<file path="src/rtl/if_fetch.sv">
// rtl/if_fetch.sv - instruction fetch stage with single outstanding rom request and registered ID hand-off
module if_fetch #(
  parameter logic [31:0] RESET_PC = 32'h0000_0000
) (
  input  logic        clk,
  input  logic        rst,
  input  logic        stall,
  input  logic        flush,
  input  logic [31:0] flush_pc,
  input  logic        branch_flag,
  input  logic [31:0] branch_addr,
  output logic        rom_en,
  output logic [31:0] rom_addr,
  input  logic        rom_ready,
  input  logic [31:0] rom_data,
  output logic        id_valid,
  output logic [31:0] id_pc,
  output logic [31:0] id_inst
);

  typedef enum logic [1:0] {
    S_FETCH   = 2'd0,
    S_HOLD    = 2'd1,
    S_DISCARD = 2'd2
  } state_t;

  state_t      state_q, state_d;
  logic [31:0] fetch_pc_q, fetch_pc_d;
  logic [31:0] restart_pc_q, restart_pc_d;
  logic [31:0] buf_inst_q, buf_inst_d;
  logic        br_pend_q, br_pend_d;
  logic [31:0] br_tgt_q, br_tgt_d;
  logic        rom_en_q, rom_en_d;
  logic [31:0] rom_addr_q, rom_addr_d;
  logic        id_valid_q, id_valid_d;
  logic [31:0] id_pc_q, id_pc_d;
  logic [31:0] id_inst_q, id_inst_d;

  logic        word_avail;
  logic [31:0] word_data;
  logic        br_take;
  logic        deliver;
  logic [31:0] next_seq_pc;

  always_comb begin
    state_d      = state_q;
    fetch_pc_d   = fetch_pc_q;
    restart_pc_d = restart_pc_q;
    buf_inst_d   = buf_inst_q;
    br_pend_d    = br_pend_q;
    br_tgt_d     = br_tgt_q;
    id_valid_d   = id_valid_q;
    id_pc_d      = id_pc_q;
    id_inst_d    = id_inst_q;
    word_avail   = 1'b0;
    word_data    = rom_data;

    // rom_en_q gates the first cycle after reset, when no request is yet on the bus
    unique case (state_q)
      S_FETCH: word_avail = rom_en_q && rom_ready;
      S_HOLD: begin
        word_avail = 1'b1;
        word_data  = buf_inst_q;
      end
      default: word_avail = 1'b0;
    endcase

    br_take = id_valid_q && !stall && branch_flag && !flush;
    deliver = word_avail && !stall && !flush;

    if (br_take) begin
      next_seq_pc = branch_addr;
    end else if (br_pend_q) begin
      next_seq_pc = br_tgt_q;
    end else begin
      next_seq_pc = fetch_pc_q + 32'd4;
    end

    if (flush) begin
      id_valid_d = 1'b0;
    end else if (!stall) begin
      id_valid_d = deliver;
      if (deliver) begin
        id_pc_d   = fetch_pc_q;
        id_inst_d = word_data;
      end
    end

    if (flush) begin
      br_pend_d = 1'b0;
      if (state_q == S_FETCH && rom_en_q && !rom_ready) begin
        state_d      = S_DISCARD;
        restart_pc_d = flush_pc;
      end else if (state_q == S_DISCARD && !rom_ready) begin
        restart_pc_d = flush_pc;
      end else begin
        state_d    = S_FETCH;
        fetch_pc_d = flush_pc;
      end
    end else begin
      if (deliver) begin
        state_d    = S_FETCH;
        fetch_pc_d = next_seq_pc;
        br_pend_d  = 1'b0;
      end else if (br_take) begin
        br_pend_d = 1'b1;
        br_tgt_d  = branch_addr;
      end

      if (state_q == S_FETCH && word_avail && stall) begin
        state_d    = S_HOLD;
        buf_inst_d = rom_data;
      end

      // the abandoned word is dropped; the request address stays put until it completes
      if (state_q == S_DISCARD && rom_ready) begin
        state_d    = S_FETCH;
        fetch_pc_d = restart_pc_q;
      end
    end

    rom_en_d   = (state_d != S_HOLD);
    rom_addr_d = fetch_pc_d;
  end

  always_ff @(posedge clk or negedge rst) begin
    if (!rst) begin
      state_q      <= S_FETCH;
      fetch_pc_q   <= RESET_PC;
      restart_pc_q <= RESET_PC;
      buf_inst_q   <= 32'd0;
      br_pend_q    <= 1'b0;
      br_tgt_q     <= 32'd0;
      rom_en_q     <= 1'b0;
      rom_addr_q   <= 32'd0;
      id_valid_q   <= 1'b0;
      id_pc_q      <= 32'd0;
      id_inst_q    <= 32'd0;
    end else begin
      state_q      <= state_d;
      fetch_pc_q   <= fetch_pc_d;
      restart_pc_q <= restart_pc_d;
      buf_inst_q   <= buf_inst_d;
      br_pend_q    <= br_pend_d;
      br_tgt_q     <= br_tgt_d;
      rom_en_q     <= rom_en_d;
      rom_addr_q   <= rom_addr_d;
      id_valid_q   <= id_valid_d;
      id_pc_q      <= id_pc_d;
      id_inst_q    <= id_inst_d;
    end
  end

  assign rom_en   = rom_en_q;
  assign rom_addr = rom_addr_q;
  assign id_valid = id_valid_q;
  assign id_pc    = id_pc_q;
  assign id_inst  = id_inst_q;

endmodule

</file>
<file path="config.mk">
export PLATFORM = sky130hd
export DESIGN_NAME = if_fetch
export DESIGN_NICKNAME = d
export VERILOG_FILES = /design/src/rtl/if_fetch.sv
export SDC_FILE = /design/constraint.sdc
export NUM_CORES = 1
export LEC_CHECK = 0
export BUFFER_PORTS_ARGS = -buffer_cell sky130_fd_sc_hd__buf_2
export CORE_MARGIN = 10
export CORE_UTILIZATION = 45
export DETAILED_ROUTE_END_ITERATION = 16
export PLACE_DENSITY = 0.68
export SYNTH_ARGS = -nofsm -noshare
export SYNTH_HDL_FRONTEND = slang
export SYNTH_SLANG_ARGS = --single-unit
</file>
<file path="constraint.sdc">
create_clock -name clk -period 4.16 [get_ports clk]
set_input_delay 0.624 -clock clk [delete_from_list [all_inputs] [get_ports clk]]
set_output_delay 0.624 -clock clk [all_outputs]
set_load 0.01 [all_outputs]
</file>
==> results of run 1 <==
## critical path, cell delays in order
cell and delay [ns]:
buf_2 0.58, or3_1 0.20, a21oi_1 0.07, buf_4 0.19
nor3_1 0.72, buf_4 0.30, a41oi_1 0.11, o211ai_1 0.21
## layout make-up
cell class	count	area [µm²]	area share [%]
flip-flops and latches	197	4930	42.45
multi-input cells	693	4538	39.08
repair buffers	218	1160	9.988
clock buffers	17	425.4	3.663
well taps	275	344.1	2.963
clock inverters	15	165.2	1.422
inverters	10	37.54	0.3232
diodes	5	12.51	0.1077
## path summary, 6_finish.rpt
path | cells after the start | start | end | slack, ns
min in group clk | 2 | rom_data[20] | buf_inst_q[20]$_DFFE_PN0P_ | 0.42
min | 1 | rst | id_pc[24]$_DFFE_PN0P_ | 0.35
max | 8 | flush | rom_addr[13]$_DFFE_PN0P_ | 1.50
max reg2reg | 6 | state_q[1]$_DFF_PN0_ | rom_addr[13]$_DFFE_PN0P_ | 1.60
max in group asynchronous | 2 | rst | id_inst[1]$_DFFE_PN0P_ | 2.83
min reg2reg | 2 | id_pc[4]$_DFFE_PN0P_ | id_pc[4]$_DFFE_PN0P_ | 0.47
## metal layers
metal	GRT usage, %	vias to the layer above	part of all wire (%)
li1	-	3818	-
met5	0	-	0.27
met1	27.10	3993	42
met4	4.807	12	1.5
met2	30.40	346	45
met3	8.731	39	11
## cells by family (layout without fill, tap and decap cells)
group	after synthesis	after routing	share of synthesized area (%)
simple gates	352	352	17.03
fa+ha+maj	1	1	0.1281
xor+xnor	11	11	0.9861
mux	140	140	15.59
compound gates	189	189	12.33
buf+inv	87	260	3.471
flops	197	197	50.46
other cells	0	5	0
## stage by stage
stage	worst slack [ns]	area [µm²]
2_1_floorplan	1.932	9769
3_3_place_gp	1.170	11010
3_5_place_dp	1.109	11010
4_1_cts	1.572	11600
5_1_grt	1.323	11600
6_report	1.501	11610
## power breakdown
group	leakage, nW	switching [W]	internal (W)
Clock	0.288	0.000795	0.000901
Sequential	2.43	0.000465	0.00248
Combinational	2.62	0.000886	0.000773
## layout by cell type, fill, tap and decap left out, types with 6 or more instances in the layout
cell type    n
buf_2      198
dfrtp_1    197
nand2_1    176
mux2_2      97
o21ai_0     74
mux2i_1     43
nor2_1      42
nand3_1     33
a21oi_1     30
buf_4       18
clkbuf_16   17
o211ai_1    14
nand2b_1    12
nor4_1      11
inv_1       10
nor3_1       9
and3_1       9
nand4_1      9
nor3b_1      9
o31ai_1      9
a211oi_1     8
nand3b_1     6
or3_1        6
xnor2_1      6
## sequential cells by signal, indices dropped and copies added, names as in the netlist, 2 cells and up
register and flops:
state_q 2, br_tgt_q 32, buf_inst_q 32, restart_pc_q 32, id_inst 32, id_pc 32
rom_addr 32
==> impl_metrics.csv, run 1 <==
group,metric,value,unit
clock_network,worstSkewPairLatency,0.44,ns
clock_network,post_cts_buffers,0,
sta,setup_viol,0,
yosys,synth_ff_type,"dfrtp_1",
pwr,p_leak,5.333,nW
pwr,total_power,0.006297,W
yosys,synth_most_common_cell,"dfrtp_1",
drt,vias_per_cell,5.740,
floorplanning,die_w,167.3,µm
worst_hold_path,hold_path.class,"input port to asynchronous set/reset pin",
job,maxCapViolCount,0,
sta,worst_hold_slack,0.3458,ns
sta,clock_skew,0.009015,ns
yosys,synth_edf_count,0,
cells_and_area,stdcell_count,1430,
yosys,synthArstFlopShare,100.0,%
drt,ant_nets,0,
global_route,grt_overflow,0,
sta,drv_slew,0,
global_route,grt_pass1_wl,46480,µm
yosys,yosys_warnings,0,
yosys,ys_top_cells_by_count,"dfrtp_1, nand2_1, mux2_2",
sta,relSlewSlack,26.70,%
floorplanning,die_h,167.3,µm
yosys,yosysTopAreaCellShare,50.46,%
sta,setup_tns,0,ns
yosys,synth_nets,1080,
sta,fmax,376.1,MHz
drt,wirelength,29220,µm
clock_network,cts_sinks,197,
yosys,synth_cell_types,62,
pwr,ir_worst_vdd,0.3025,mV
yosys,synth_cells,977,
clock_network,cts_tree,"yes",
drt,drc_errors,0,
global_route,grt_max_degree,125,
floorplanning,start_util,46.04,%
cells_and_area,fillers,1911,
yosys,syn_area,0.009769,mm²
pwr,power_density,542.3,mW/mm²
clock_network,hold_buffers,0,
yosys,synth.area.top_cells,"dfrtp_1, mux2_2, nand2_1",
cells_and_area,final_core_util,54.72,%
worst_setup_path,path_class,"input port to flop",
place,portBuffers,199,
drt,drt_iter0_drc,672,
floorplanning,die_area,0.02800,mm²
clock_network,cts_buffers,17,
worst_setup_path,crit_path_max_fanout,36,
global_route,antenna_found_initial,11,
clock_network,max-clock-path-buffers,2,
cells_and_area,areaGrowthSynthToFinish,18.87,%
status,status,"finished clean",
sta,finalHoldViolCount,0,
sta,tightest_slew,1.090,ns
yosys,yosys.area.top_type,"dfrtp_1",
yosys,avgSynthCellArea,9.999,µm²
place,dp_hpwl,20420,µm
yosys,synth_seq_cells,197,
worst_setup_path,crit_arrival,3.01,ns
place,dp_cells,1393,
floorplanning,num_rows,53,
sta,layout_min_cycle_time,2.659,ns
clock_network,ctsResizeCount,0,
cells_and_area,drive_above_1_share,31.48,%
floorplanning,coreArea,0.02122,mm²
cells_and_area,final_nets,1240,
floorplanning,ioPinCount,200,
drt,first_pass_iters,5,
sta,fin_crit_sh,63.92,%
worst_setup_path,critPathRequiredTime,4.51,ns
drt,vias,8208,
global_route,grt_pass1_vias,8090,
global_route,grt_use_total,20.49,%
sta,rsz0062_at_grt,"false",
drt,wl_per_cell,20.43,µm
clock_network,clk_pin_slew,0.07,ns
place,gp_congestion,0.8522,
clock_network,root_buffer,"clkbuf_16",
yosys,ys_seq_area_share,50.46,%
worst_setup_path,crit_path_end_kind,"flop",
worst_setup_path,start_kind,"input port",
clock_network,htreeDepth,4,
(Power assumes the default switching activity.)
==> run 2: changes to the inputs <==
==> constraint.sdc (replaced) <==
create_clock -name clk -period 2.7 [get_ports clk]
set_input_delay 0.405 -clock clk [delete_from_list [all_inputs] [get_ports clk]]
set_output_delay 0.405 -clock clk [all_outputs]
set_load 0.01 [all_outputs]
==> run 2 against run 1 <==
Net effect: clock skew is 0.0097 ns higher; final cell count increased by 2.0%; non-clock buffer count is 23 higher; highest routed layer unchanged; clock power grew 59%; die area stayed put; sequential share of layout area down 1.0 points.
==> impl_metrics.csv, run 2 (synthesis results as in run 1) <==
group,metric,value,unit
status,status,"finished clean",
floorplanning,start_util,46.04,%
clock_network,post_cts_buffers,0,
sta,worst_slack,0.2704,ns
drt,drt_iter0_drc,591,
floorplanning,die_w,167.3,µm
clock_network,cts_tree,"yes",
place,gp_congestion,0.8867,
clock_network,cts_buffers,17,
sta,setup_tns,0,ns
cells_and_area,areaGrowthSynthToFinish,21.75,%
clock_network,cts_sinks,197,
sta,finalHoldViolCount,0,
sta,relSlewSlack,27.85,%
floorplanning,die_area,0.02800,mm²
global_route,grt_overflow,0,
drt,first_pass_iters,6,
worst_setup_path,crit_arrival,2.77,ns
drt,vias,8295,
clock_network,ctsResizeCount,0,
floorplanning,coreArea,0.02122,mm²
sta,rsz0062_at_grt,"false",
cells_and_area,drive_above_1_share,32.74,%
drt,wl_per_cell,20.16,µm
worst_setup_path,start_kind,"flop",
global_route,antenna_found_initial,12,
global_route,grt_pass1_wl,45830,µm
clock_network,clk_pin_slew,0.07,ns
worst_setup_path,reg2reg_depth,6,
drt,vias_per_cell,5.689,
global_route,grt_pass1_vias,8130,
pwr,ir_worst_vdd,0.4900,mV
sta,clock_skew,0.01873,ns
cells_and_area,seq_area,0.004930,mm²
place,portBuffers,199,
sta,tightest_slew,1.074,ns
floorplanning,die_h,167.3,µm
cells_and_area,multi_input_area,0.004538,mm²
clock_network,worstSkewPairLatency,0.45,ns
worst_setup_path,path_class,"flop to flop",
pwr,p_leak,5.465,nW
job,maxCapViolCount,0,
global_route,grt_max_degree,55,
worst_setup_path,crit_path_end_kind,"flop",
cells_and_area,fillers,1877,
clock_network,htreeDepth,4,
drt,ant_nets,0,
pwr,total_power,0.009877,W
floorplanning,ioPinCount,200,
worst_setup_path,crit_path_max_fanout,10,
clock_network,root_buffer,"clkbuf_16",
drt,wirelength,29400,µm
sta,fin_crit_sh,89.99,%
pwr,power_density,830.4,mW/mm²
cells_and_area,final_core_util,56.05,%
sta,setup_viol,0,
sta,layout_min_cycle_time,2.430,ns
worst_hold_path,holdPathStages,2,
global_route,grt_use_total,20.27,%
drt,drc_errors,0,
cells_and_area,layout_commonest_cell,"buf_2",
clock_network,hold_buffers,1,
place,pre_cts_slack,0.3450,ns
clock_network,max-clock-path-buffers,2,
worst_setup_path,critPathRequiredTime,3.04,ns
place,dp_hpwl,21010,µm
sta,fmax,411.6,MHz
worst_hold_path,hold_path.class,"input port to flop",
sta,drv_slew,0,
cells_and_area,layout_common_cells,"buf_2, dfrtp_1, nand2_1",
cells_and_area,final_nets,1263,
floorplanning,num_rows,53,
==> run 2: metal layers <==
metal,vias up,routed length [µm],global-route usage [%]
met5,-,69,0
met4,10,457,4.958
met3,42,3105,8.895
met2,370,12890,30.72
met1,4009,12880,26.03
li1,3864,-,-
==> run 2: final cells by class <==
cell class                      instances  area share (%)
Timing Repair Buffer                  241           11.75
Multi-Input combinational cell        693           38.15
Antenna cell                           10          0.2104
Tap cell                              275           2.893
Sequential cell                       197           41.45
Inverter                               10          0.3156
Clock buffer                           17           3.577
Clock inverter                         15           1.652
==> run 2: worst max-delay path, stage by stage, from the launching register on <==
cell and delay (ns):
dfrtp_1 0.51, o21bai_1 0.27, a21oi_1 0.16, nor3_1 0.84, buf_4 0.30, o211ai_1 0.10, o221ai_1 0.16
==> run 2: path summary, 6_finish.rpt <==
check                                       from                            to  slack (ns)
setup / recovery            state_q[1]$_DFF_PN0_      rom_addr[23]$_DFFE_PN0P_        0.27
hold / removal                      rom_data[21]    buf_inst_q[21]$_DFFE_PN0P_        0.21
setup reg to reg            state_q[1]$_DFF_PN0_      rom_addr[23]$_DFFE_PN0P_        0.27
hold reg to reg            id_pc[12]$_DFFE_PN0P_         id_pc[12]$_DFFE_PN0P_        0.47
max in group asynchronous                    rst     buf_inst_q[1]$_DFFE_PN0P_        1.55
min in group asynchronous                    rst  restart_pc_q[21]$_DFFE_PN0P_        0.50
==> run 2: through the flow <==
step | hold WS, ns | cell area, µm² | std cells
floorplan | 0.1094 | 9769 | 977
global placement | 0.4145 | 11240 | 1415
detailed placement | 0.4073 | 11240 | 1415
CTS | 0.1923 | 11870 | 1448
global route | 0.1924 | 11880 | 1451
finish | 0.2057 | 11890 | 1458
==> run 2: report_power, final <==
part	switching (W)	internal [W]
combinational	0.00143	0.00125
clock	0.00122	0.00149
sequential	0.000666	0.00382
total	0.00332	0.00656
==> run 3: changes to the inputs <==
--- a/config.mk
+++ b/config.mk
@@ -6,10 +6,12 @@
 export NUM_CORES = 1
 export LEC_CHECK = 0
 export BUFFER_PORTS_ARGS = -buffer_cell sky130_fd_sc_hd__buf_2
+export CELL_PAD_IN_SITES_DETAIL_PLACEMENT = 1
+export CELL_PAD_IN_SITES_GLOBAL_PLACEMENT = 2
 export CORE_MARGIN = 10
-export CORE_UTILIZATION = 45
+export CORE_UTILIZATION = 34
 export DETAILED_ROUTE_END_ITERATION = 16
-export PLACE_DENSITY = 0.68
+export PLACE_DENSITY_LB_ADDON = 0.1
 export SYNTH_ARGS = -nofsm -noshare
 export SYNTH_HDL_FRONTEND = slang
 export SYNTH_SLANG_ARGS = --single-unit
==> run 3 against run 2 <==
Net effect: total power up 0.53%; sequential share of layout area down 0.63 points; final cell count up 7.0%; wire length is 19% higher; count of clock-buffer cells in the layout rose by 1; register-to-register slack lost 0.06 ns; global-route usage shrank 0.85 points; die area increased by 28%; critical path type unchanged; largest power group unchanged.
==> impl_metrics.csv, run 3 (synthesis results as in run 1) <==
group,metric,value,unit
sta,worst_slack,0.2086,ns
drt,first_pass_iters,7,
sta,rsz0062_at_grt,"false",
drt,wl_per_cell,22.47,µm
sta,finalHoldViolCount,0,
global_route,grt_pass1_vias,9019,
drt,drc_errors,0,
global_route,grt_pass1_wl,54470,µm
sta,fmax,401.4,MHz
floorplanning,die_h,189.5,µm
sta,setup_viol,0,
floorplanning,num_rows,61,
cells_and_area,fillers,3255,
drt,vias,8327,
pwr,p_leak,5.522,nW
clock_network,htreeDepth,4,
floorplanning,die_w,189.5,µm
pwr,p_sw,0.003573,W
worst_setup_path,crit_chain,"ha_1 -> nand4_1 -> or2_2 -> or4_1 -> nand3_1 -> a31o_2",
place,portBuffers,199,
global_route,grt_max_degree,55,
sta,relSlewSlack,39.51,%
clock_network,hold_buffers,1,
clock_network,cts_tree,"yes",
global_route,antenna_found_initial,1,
pwr,seq_power_share,45.5,%
cells_and_area,final_nets,1272,
place,gp_congestion,0.7984,
pwr,p_comb_share,28.4,%
worst_setup_path,start_kind,"flop",
worst_setup_path,crit_path_end_kind,"flop",
worst_setup_path,critPathRequiredTime,3.09,ns
sta,clock_skew,0.02062,ns
status,status,"finished clean",
cells_and_area,layout_commonest_cell,"buf_2",
job,maxCapViolCount,0,
cells_and_area,areaGrowthSynthToFinish,23.62,%
worst_setup_path,cpPeakStageDelay,0.61,ns
place,pre_cts_slack,0.2183,ns
worst_setup_path,critical_path.top_delay_family,"simple AND/OR/NAND/NOR gates",
sta,layout_min_cycle_time,2.491,ns
drt,vias_per_cell,5.338,
sta,fin_crit_sh,92.28,%
clock_network,root_buffer,"clkbuf_16",
pwr,power_density,822.2,mW/mm²
drt,wirelength,35050,µm
worst_setup_path,cp.buffers_inverters,0,
sta,drv_slew,0,
sta,setup_tns,0,ns
clock_network,post_cts_buffers,0,
pwr,p_sw_share,35.98,%
worst_setup_path,crit_arrival,2.88,ns
clock_network,ctsResizeCount,0,
drt,drt_iter0_drc,475,
place,dp_hpwl,25560,µm
global_route,grt_overflow,0,
clock_network,clk_pin_slew,0.09,ns
clock_network,worstSkewPairLatency,0.45,ns
pwr,total_power,0.009929,W
drt,ant_nets,0,
floorplanning,ioPinCount,200,
pwr,p_int,0.006356,W
clock_network,cts_buffers,17,
sta,tightest_slew,0.9039,ns
cells_and_area,num_antenna_cells,0,
worst_hold_path,hold_path.class,"input port to flop",
cells_and_area,layout_common_cells,"buf_2, dfrtp_1, nand2_1",
floorplanning,die_area,0.03591,mm²
global_route,grt_use_total,19.42,%
clock_network,cts_sinks,197,
pwr,ir_worst_vdd,0.3258,mV
clock_network,max-clock-path-buffers,2,
floorplanning,start_util,34.78,%
floorplanning,coreArea,0.02809,mm²
cells_and_area,drive_above_1_share,33.25,%
pwr,clockPowerShare,26.1,%
worst_setup_path,crit_path_max_fanout,7,
worst_setup_path,slowest_stage,"dfrtp_1",
worst_setup_path,path_class,"flop to flop",
==> run 3: power groups by stage <==
stage	registers, W	logic [W]	clock network (W)
after floorplan	0.00457	0.00140	0
after global placement	0.00454	0.00282	0
after detailed placement	0.00458	0.00287	0
after CTS	0.00452	0.00288	0.00268
after global routing	0.00464	0.00315	0.00279
final	0.00452	0.00282	0.00259
==> run 3: routing by layer <==
metal	wire, µm	GRT usage, %	vias up
met5	8	0	-
met4	422	4.426	2
met3	1713	3.693	29
met2	16350	31.11	203
met1	16560	26.57	4226
li1	-	-	3867
==> run 3: metrics by stage <==
stage,hold slack (ns),cells,area (µm²),utilization (%)
after floorplan,0.1094,977,9769,-
after global placement,0.4163,1527,11470,40.85
after detailed placement,0.4187,1527,11470,40.85
after CTS,0.1796,1560,12080,43.00
after global routing,0.1859,1560,12080,43.00
final,0.1996,1560,12080,43.00
==> run 3: worst paths after layout <==
kind,cells past startpoint,slack [ns],to,start
worst min register to register,2,0.47,id_pc[20]$_DFFE_PN0P_,id_pc[20]$_DFFE_PN0P_
worst max register to register,6,0.21,rom_addr[24]$_DFFE_PN0P_,rom_addr[3]$_DFFE_PN0P_
min in group asynchronous,2,0.50,id_pc[24]$_DFFE_PN0P_,rst
worst min-delay path,2,0.20,buf_inst_q[28]$_DFFE_PN0P_,rom_data[28]
max in group asynchronous,3,1.37,id_inst[16]$_DFFE_PN0P_,rst
worst max-delay path,6,0.21,rom_addr[24]$_DFFE_PN0P_,rom_addr[3]$_DFFE_PN0P_
==> run 3: area by class of cell <==
cell class	instances	area [µm²]	area share [%]
flip-flops and latches	197	4930	40.82
multi-input cells	693	4541	37.60
repair buffers	250	1503	12.44
well taps	378	473.0	3.916
clock buffers	18	429.2	3.554
clock inverters	14	163.9	1.357
inverters	10	37.54	0.3108
==> run 3: worst register-to-register path: cells and delay by family (launching register included) <==
kind	cells	cell delay (ns)
simple gates	4	1.24
flops	1	0.61
fa+ha+maj	1	0.44
compound gates	1	0.15
